$ cat src/rtl/wb_port_arbiter.sv
// Register-file write-port arbiter: the in-order pipeline has priority, and long-latency
// results wait in a small FIFO. Starvation, full-FIFO and same-register (WAW) checks force FIFO drains.
module wb_port_arbiter #(
  parameter int REG_WIDTH    = 32,
  parameter int IDX_WIDTH    = 4,
  parameter int FIFO_DEPTH   = 4,
  parameter int STARVE_LIMIT = 3
) (
  input  logic                        I_CLOCK,
  input  logic                        I_RESET,
  input  logic                        I_LOCK,
  input  logic                        I_PipeValid,
  input  logic [IDX_WIDTH-1:0]        I_PipeRegIdx,
  input  logic [REG_WIDTH-1:0]        I_PipeData,
  output logic                        O_PipeStall,
  input  logic                        I_LLValid,
  input  logic [IDX_WIDTH-1:0]        I_LLRegIdx,
  input  logic [REG_WIDTH-1:0]        I_LLData,
  output logic                        O_LLReady,
  output logic                        O_WriteBackEnable,
  output logic [IDX_WIDTH-1:0]        O_WriteBackRegIdx,
  output logic [REG_WIDTH-1:0]        O_WriteBackData,
  output logic [(1<<IDX_WIDTH)-1:0]   O_PendingMask,
  output logic [$clog2(FIFO_DEPTH):0] O_FifoCount
);
  localparam int PTR_W = $clog2(FIFO_DEPTH);
  localparam int CNT_W = PTR_W + 1;
  localparam int SW    = $clog2(STARVE_LIMIT + 1);
  localparam logic [CNT_W-1:0] DEPTH_C    = CNT_W'(FIFO_DEPTH);
  localparam logic [SW-1:0]    STARVE_MAX = SW'(STARVE_LIMIT);

  typedef enum logic {S_PIPE, S_DRAIN} stateT;

  logic [IDX_WIDTH-1:0]  fifoIdx  [FIFO_DEPTH];
  logic [REG_WIDTH-1:0]  fifoData [FIFO_DEPTH];
  logic [FIFO_DEPTH-1:0] fifoValid;
  logic [PTR_W-1:0]      wrPtr, rdPtr;
  logic [CNT_W-1:0]      count, countNext;
  logic [SW-1:0]         starveCnt, starveNext;
  stateT                 state;

  logic                  wbEn_p1, wbFromFifo_p1;
  logic [IDX_WIDTH-1:0]  wbIdx_p1;
  logic [REG_WIDTH-1:0]  wbData_p1;

  logic fifoEmpty, fifoFull, llReady, push, wawHit, grantPipe, grantFifo;

  // p0: combinational arbitration on this cycle's requests
  assign fifoEmpty = (count == '0);
  assign fifoFull  = (count == DEPTH_C);
  assign llReady   = I_LOCK & ~I_RESET & ~fifoFull;
  assign push      = I_LLValid & llReady;

  always_comb begin
    wawHit = 1'b0;
    for (int i = 0; i < FIFO_DEPTH; i++)
      if (fifoValid[i] && (fifoIdx[i] == I_PipeRegIdx)) wawHit = 1'b1;
    wawHit = wawHit & I_PipeValid;
  end

  // An older queued write to the same register must retire before the pipeline's.
  always_comb begin
    grantPipe = 1'b0;
    grantFifo = 1'b0;
    if (I_LOCK && !I_RESET) begin
      if (state == S_DRAIN || wawHit) grantFifo = ~fifoEmpty;
      else if (I_PipeValid)           grantPipe = 1'b1;
      else                            grantFifo = ~fifoEmpty;
    end
  end

  always_comb begin
    countNext = count + {{PTR_W{1'b0}}, push} - {{PTR_W{1'b0}}, grantFifo};
    starveNext = starveCnt;
    if (I_LOCK) begin
      if (grantFifo || fifoEmpty) starveNext = '0;
      else if (grantPipe && starveCnt != STARVE_MAX) starveNext = starveCnt + 1'b1;
    end
  end

  // p0 -> p1: FIFO, FSM and write-port output register
  always_ff @(posedge I_CLOCK or posedge I_RESET) begin
    if (I_RESET) begin
      fifoValid     <= '0;
      wrPtr         <= '0;
      rdPtr         <= '0;
      count         <= '0;
      starveCnt     <= '0;
      state         <= S_PIPE;
      wbEn_p1       <= 1'b0;
      wbFromFifo_p1 <= 1'b0;
      wbIdx_p1      <= '0;
      wbData_p1     <= '0;
    end else begin
      if (grantFifo) begin
        fifoValid[rdPtr] <= 1'b0;
        rdPtr            <= rdPtr + 1'b1;
      end
      if (push) begin
        fifoValid[wrPtr] <= 1'b1;
        wrPtr            <= wrPtr + 1'b1;
      end
      count     <= countNext;
      starveCnt <= starveNext;
      if (I_LOCK) begin
        if (state == S_PIPE) begin
          if (starveNext == STARVE_MAX || (fifoFull && I_PipeValid)) state <= S_DRAIN;
        end else if (grantFifo || fifoEmpty) begin
          state <= (countNext == DEPTH_C) ? S_DRAIN : S_PIPE;
        end
      end
      if (grantPipe) begin
        wbEn_p1       <= 1'b1;
        wbFromFifo_p1 <= 1'b0;
        wbIdx_p1      <= I_PipeRegIdx;
        wbData_p1     <= I_PipeData;
      end else if (grantFifo) begin
        wbEn_p1       <= 1'b1;
        wbFromFifo_p1 <= 1'b1;
        wbIdx_p1      <= fifoIdx[rdPtr];
        wbData_p1     <= fifoData[rdPtr];
      end else begin
        wbEn_p1       <= 1'b0;
        wbFromFifo_p1 <= 1'b0;
        wbIdx_p1      <= '0;
        wbData_p1     <= '0;
      end
    end
  end

  always_ff @(posedge I_CLOCK) begin
    if (push) begin
      fifoIdx[wrPtr]  <= I_LLRegIdx;
      fifoData[wrPtr] <= I_LLData;
    end
  end

  // p1: registered write port and dependence mask for decode
  always_comb begin
    O_PendingMask = '0;
    for (int i = 0; i < FIFO_DEPTH; i++)
      if (fifoValid[i]) O_PendingMask[fifoIdx[i]] = 1'b1;
    if (wbEn_p1 && wbFromFifo_p1) O_PendingMask[wbIdx_p1] = 1'b1;
  end

  assign O_PipeStall       = I_PipeValid & I_LOCK & ~I_RESET & ~grantPipe;
  assign O_LLReady         = llReady;
  assign O_WriteBackEnable = wbEn_p1;
  assign O_WriteBackRegIdx = wbIdx_p1;
  assign O_WriteBackData   = wbData_p1;
  assign O_FifoCount       = count;
endmodule

$ cat config.mk
export PLATFORM = sky130hd
export DESIGN_NAME = wb_port_arbiter
export DESIGN_NICKNAME = d
export VERILOG_FILES = /design/src/rtl/wb_port_arbiter.sv
export SDC_FILE = /design/constraint.sdc
export NUM_CORES = 1
export LEC_CHECK = 0
export CORE_ASPECT_RATIO = 0.5
export CORE_MARGIN = 2
export CORE_UTILIZATION = 55
export DETAILED_ROUTE_END_ITERATION = 8
export DONT_BUFFER_PORTS = 1
export PLACE_DENSITY = 0.77
export RECOVER_POWER = 50
export SLEW_MARGIN = 0
export SYNTH_ARGS = -nofsm -noshare
export SYNTH_HDL_FRONTEND = slang
export SYNTH_SLANG_ARGS = --single-unit
export TNS_END_PERCENT = 20
$ cat constraint.sdc
create_clock -name I_CLOCK -period 5.8 [get_ports I_CLOCK]
set_clock_uncertainty 0.1 [all_clocks]
set_input_delay 1.74 -clock I_CLOCK [delete_from_list [all_inputs] [get_ports I_CLOCK]]
set_output_delay 1.74 -clock I_CLOCK [all_outputs]
set_load 0.02 [all_outputs]
* Yosys cells after proc, flatten, opt, wreduce, memory -nomap -nowiden *
Memories as Yosys holds them, arrays and structs flattened.
Cells that the tools add are included.
W data, S select, Z words.

word-level totals
  register bits after elaboration = 52
  logic and storage cells = 124
  output and inout port bits = 58
  RAM bits = 144
  input port bits = 77
  memories = 2

operators by class
  multiplexer cells = 47
  reductions and logical operators = 20
  eq/ne operators = 8
  add/sub/neg operators = 5
  magnitude comparators = 14
  bitwise gates (word level) = 18

memories
  name      depth  width  rd ports  clocked after memory_dff  wr ports  line  text
  fifoData  4      32     1         0                         1         35    logic [REG_WIDTH-1:0] fifoData [FIFO_DEPTH];
  fifoIdx   4      4      5         0                         1         34    logic [IDX_WIDTH-1:0] fifoIdx [FIFO_DEPTH];

operator list
  operator               number
  $mux W16               5
  $mux W32               2
  $or A16 B16 Y16        4
  $mux W1                26
  $lt A4 B5 Y1 const B   5
  $demux W1 S4           5
  $ge A4 B1 Y1 const B   5
  $eq A4 B4 Y1           4
  $mux W4                4
  $logic_and A1 B1 Y1    15
  $and A1 B1 Y1          7
  $add A2 B1 Y2 const B  3
  $eq A3 B3 Y1 const B   2
  $lt A2 B3 Y1 const B   2
  $mux W2                3
  $and A4 B4 Y4          1
  $demux W1 S2           2
  $ge A2 B1 Y1 const B   2
  $not A1 Y1             4
  $not A4 Y4             1
  $or A4 B4 Y4           1
  $add A3 B1 Y3          1
  $logic_not A3 Y1       1
  $logic_or A1 B1 Y1     3
  other kinds (4)        4

* Depth between registers and ports, before layout *
  depth after elaboration = 18
  gate-level depth with buffers = 16
  depth with buffers taken out = 14

* Worst setup path after synthesis *
OpenSTA, ideal clock, no wires.

  kind = in2reg
  from = input I_RESET
  to = register state
  setup time = 0.123 ns
  data arrival time = 5.229 ns
  stages = 15
  path slack = 0.348 ns
  required time = 5.577 ns
  cell sequence = inv_1 nand2_1 a21oi_1 and2_1 clkbuf_1 inv_1 ha_1 inv_1 ha_1 inv_1 fa_1 xnor2_1 xnor2_1 a31oi_1 a21oi_1

RTL lines
  item                         line  text
  from (decl)                  10    input logic I_RESET,
  $not A1 Y1                   51    assign llReady = I_LOCK & ~I_RESET & ~fifoFull;
  $and A1 B1 Y1 (2 in series)  51
  named net O_LLReady          19    output logic O_LLReady,
  $and A1 B1 Y1                52    assign push = I_LLValid & llReady;
  $add A3 B1 Y3                73    countNext = count + {{PTR_W{1'b0}}, push} - {{PTR_W{1'b0}}, grantFifo};
  $sub A3 B1 Y3                73
  named net countNext[2]       38    logic [CNT_W-1:0] count, countNext;
  $eq A3 B3 Y1                 109   state <= (countNext == DEPTH_C) ? S_DRAIN : S_PIPE;
  $mux W1                      109
  $mux W1                      108   end else if (grantFifo || fifoEmpty) begin
  $mux W1                      106   if (state == S_PIPE) begin
  to (signal assigned)         109
  to (decl)                    40    stateT state;

The timed path passes the listed nets, and every way through them passes these cells.
A chain may end at the register's enable or synchronous reset.

* Worst setup path in the final report *
  from = input I_PipeRegIdx[2]
  to = output O_PipeStall

on the way
  longest elaborated chain between the ends = 12

ends and longest elaborated chain
  item                   line  text
  from (decl)            13    input logic [IDX_WIDTH-1:0] I_PipeRegIdx,
  $eq A4 B4 Y1           57    if (fifoValid[i] && (fifoIdx[i] == I_PipeRegIdx)) wawHit = 1'b1;
  $logic_and A1 B1 Y1    57
  $mux W1 (3 in series)  57
  $mux W1 *              57
  $and A1 B1 Y1 *        58    wawHit = wawHit & I_PipeValid;
  $logic_or A1 B1 Y1 *   66    if (state == S_DRAIN || wawHit) grantFifo = ~fifoEmpty;
  $mux W1 *              66
  $mux W1 *              65    if (I_LOCK && !I_RESET) begin
  $not A1 Y1 *           146   assign O_PipeStall = I_PipeValid & I_LOCK & ~I_RESET & ~grantPipe;
  $and A1 B1 Y1 *        146
  to (decl)              15    output logic O_PipeStall,

Every way passes the cells marked *; elsewhere a longest branch is shown, timed or not.

==> run_results.csv <==
group,metric,value,unit
cts,cts_setup_buffers,0,
critical_path,worstPathRequired,3.96,ns
synthesis,ys_ff_latch,196,
timing,max_freq,0.211,GHz
critical_path,crit_arrival,2.90,ns
synthesis,synthMostInstantiatedCell,"edfxtp_1",
cts,cts-resized-gates,0,
floorplan,pin_count,135,
grt,use_met2,36.1,%
critical_path,path_class,"input pin to output pin",
synthesis,yosysSeqAreaShare,67.4,%
cts,cts_buffers,17,
cells_and_area,fill_cells,1085,
grt,grt_pass1_vias,4649,
power,leakage,3.19,nW
cells_and_area,diodes,0,
cts,clk_latency,0.43,ns
run_status,status,"complete, no violations",
timing,period_share,81.7,%
synthesis,synthCells,513,
grt,grt_start_max_net_pins,55,
cts,clock_path_buffers,2,
critical_path,slowest_stage,"nor3_2",
synthesis,synth.area.top_cells,"edfxtp_1 52%, dfrtp_1 16%, mux4_2 9.7%",
synthesis,synth.avg_cell_area,16.3,µm²
cells_and_area,drive_above_1_share,17.7,%
timing,tightest_slew,1.02,ns
grt,antenna_found_initial,0,
synthesis,yosysTopAreaCellShare,51.8,%
floorplan,coreArea,14700,µm²
floorplan,rows,31,
synthesis,synthFlopType,"edfxtp_1",
cts,clkTransAtPathRegs,0.08,ns
critical_path,crit_chain,"xnor2_1, nand2_1, nor4_1, nor3_2, a211oi_1, buf_4",
grt,grt_pass1_wl,26300,µm
floorplan,die_h,91.1,µm
cells_and_area,design_area,9080,µm²
cts,ctsHoldBuffers,0,
cts,cts_tree,"yes",
detailed_routing,first_iter_violations,436,
placed_design,hpwl,10700,µm
timing,finalHoldWorstSlack,0.470,ns
synthesis,syn_nets,602,
synthesis,syn_area,8350,µm²
detailed_routing,ant_nets,0,
cts,cts_sinks,196,
critical_path,critPathCaptureType,"output pin",
timing,setup_violations,0,
placed_design,placed_area,8440,µm²
synthesis,yosysWarnings,0,
detailed_routing,vias,4500,
detailed_routing,viasPerCell,6.27,
critical_path,startpoint_type,"input pin",
floorplan,initial_core_util,56.9,%
placed_design,portBuffers,0,
placed_design,place.gp.congestion,0.913,
detailed_routing,drt_wl_total,16900,µm
cells_and_area,area_growth,8.77,%
floorplan,dieArea,16200,µm²
synthesis,ys_types,47,
worst_hold_path,hold_class,"register to register",
synthesis,synth_edf_count,144,
synthesis,yosysTopAreaCell,"edfxtp_1",
timing,fin_tns_setup,0,ns
timing,period_minus_slack,4.74,ns
cts,cts-root-buf,"clkbuf_16",
cells_and_area,final_net_count,596,
grt,grt_usage,22.0,%
grt,top_usage_layer,"met2",
timing,rsz0062_at_grt,"false",
timing,hold_viol_final,0,
detailed_routing,wl_per_cell,23.5,µm
power,ir_drop,0.261,mV
grt,grt.met3_usage,6.28,%
timing,slew_headroom,32.0,%
detailed_routing,drc,0,
grt,grt_overflow,0,
timing,final_max_slew_viol_count,0,
synthesis,synth_commonest_cells,"144 x edfxtp_1, 52 x dfrtp_1, 36 x a22o_1, 36 x mux4_2, 22 x o22ai_1",
critical_path,critPathMaxStageDelay,0.55,ns
grt,grtUsageMet1,28.5,%
job,drv_cap,0,
detailed_routing,dr.pass1.iters,4,
floorplan,die_x,178,µm
synthesis,async_reset_ff_share,26.5,%
cts,htree_levels,4,
critical_path,crit_fanout,10,
power,p_per_area,434,nW/µm²
-- critical path: cells and delay by family --
| kind | cells | cell delay (ns) |
|---|---|---|
| simple gates | 3 | 0.68 |
| buf+inv | 1 | 0.19 |
| compound gates | 1 | 0.17 |
| xor+xnor | 1 | 0.11 |
-- path summary, 6_finish.rpt --
kind	cells past startpoint	slack, ns	end	start
max	6	1.06	O_PipeStall	I_PipeRegIdx[2]
max reg2reg	13	2.41	state	O_FifoCount[1]
min in group asynchronous	2	1.34	starveCnt[1]	I_RESET
min reg2reg	1	0.47	starveCnt[1]	starveCnt[1]
min	1	0.47	starveCnt[1]	starveCnt[1]
max in group asynchronous	2	3.71	rdPtr[1]	I_RESET
-- kinds of logic after synthesis --
logic type	count (synthesis)	share of synthesized area, %
buf+inv	45	3.10
flops	196	67.4
mux	38	9.98
simple gates	103	6.72
compound gates	98	8.71
fa+ha+maj	12	1.89
xor+xnor	21	2.20
-- layout make-up --
class,instances,area (µm²),area share [%]
clock buffers,17,425,4.69
clock inverters,15,218,2.40
inverters,16,60.1,0.662
multi-input cells,272,2470,27.2
flip-flops and latches,196,5630,62.0
well taps,198,248,2.73
repair buffers,4,30.0,0.331
-- flip-flops by register name (all words and copies together), names as in the netlist --
register,flops
O_FifoCount,3
O_WriteBackData,32
O_WriteBackEnable,1
O_WriteBackRegIdx,4
fifoData,128
fifoIdx,16
fifoValid,4
rdPtr,2
starveCnt,2
state,1
wbFromFifo_p1,1
wrPtr,2
-- where the power goes --
part	total, W	internal [W]	switching, W
sequential	0.00193	0.00166	0.000266
combinational	0.000765	0.000392	0.000373
clock	0.00124	0.000639	0.000602
total	0.00394	0.00270	0.00124
-- placed cells by master (no fill, tap or decap), types with 3 or more instances in the layout --
cell type and instances:
a21oi_1 5, a22o_1 36, a31oi_1 6, buf_4 4, clkbuf_16 17, clkinv_8 5, dfrtp_1 50, edfxtp_1 144
ha_1 11, inv_1 12, inv_12 3, inv_2 4, inv_6 4, mux4_2 36, nand2_1 20, nand2b_1 10
nand3_1 6, nand3b_1 7, nor2_1 20, nor3_1 12, nor4_1 6, o21ai_0 16, o22ai_1 22, o32ai_1 5
or3_1 3, or3b_2 4, xnor2_1 8, xor2_1 13
-- metrics by stage --
step / total power (W) / setup WS [ns] / utilization, % / cells
after floorplan: 0.00255 / 0.348 / - / 513
after global placement: 0.00272 / 1.10 / 57.5 / 686
after detailed placement: 0.00274 / 1.06 / 57.5 / 686
after CTS: 0.00397 / 1.06 / 61.9 / 718
after global routing: 0.00412 / 0.913 / 61.9 / 718
final: 0.00394 / 1.06 / 61.9 / 718
-- layer usage --
layer  up-vias  share of wire [%]
li1       2012                  -
met1      2295                 42
met2       167                 49
met3        26                7.1
met4         0                1.7
met5         -                  0
(Power assumes the default switching activity.)
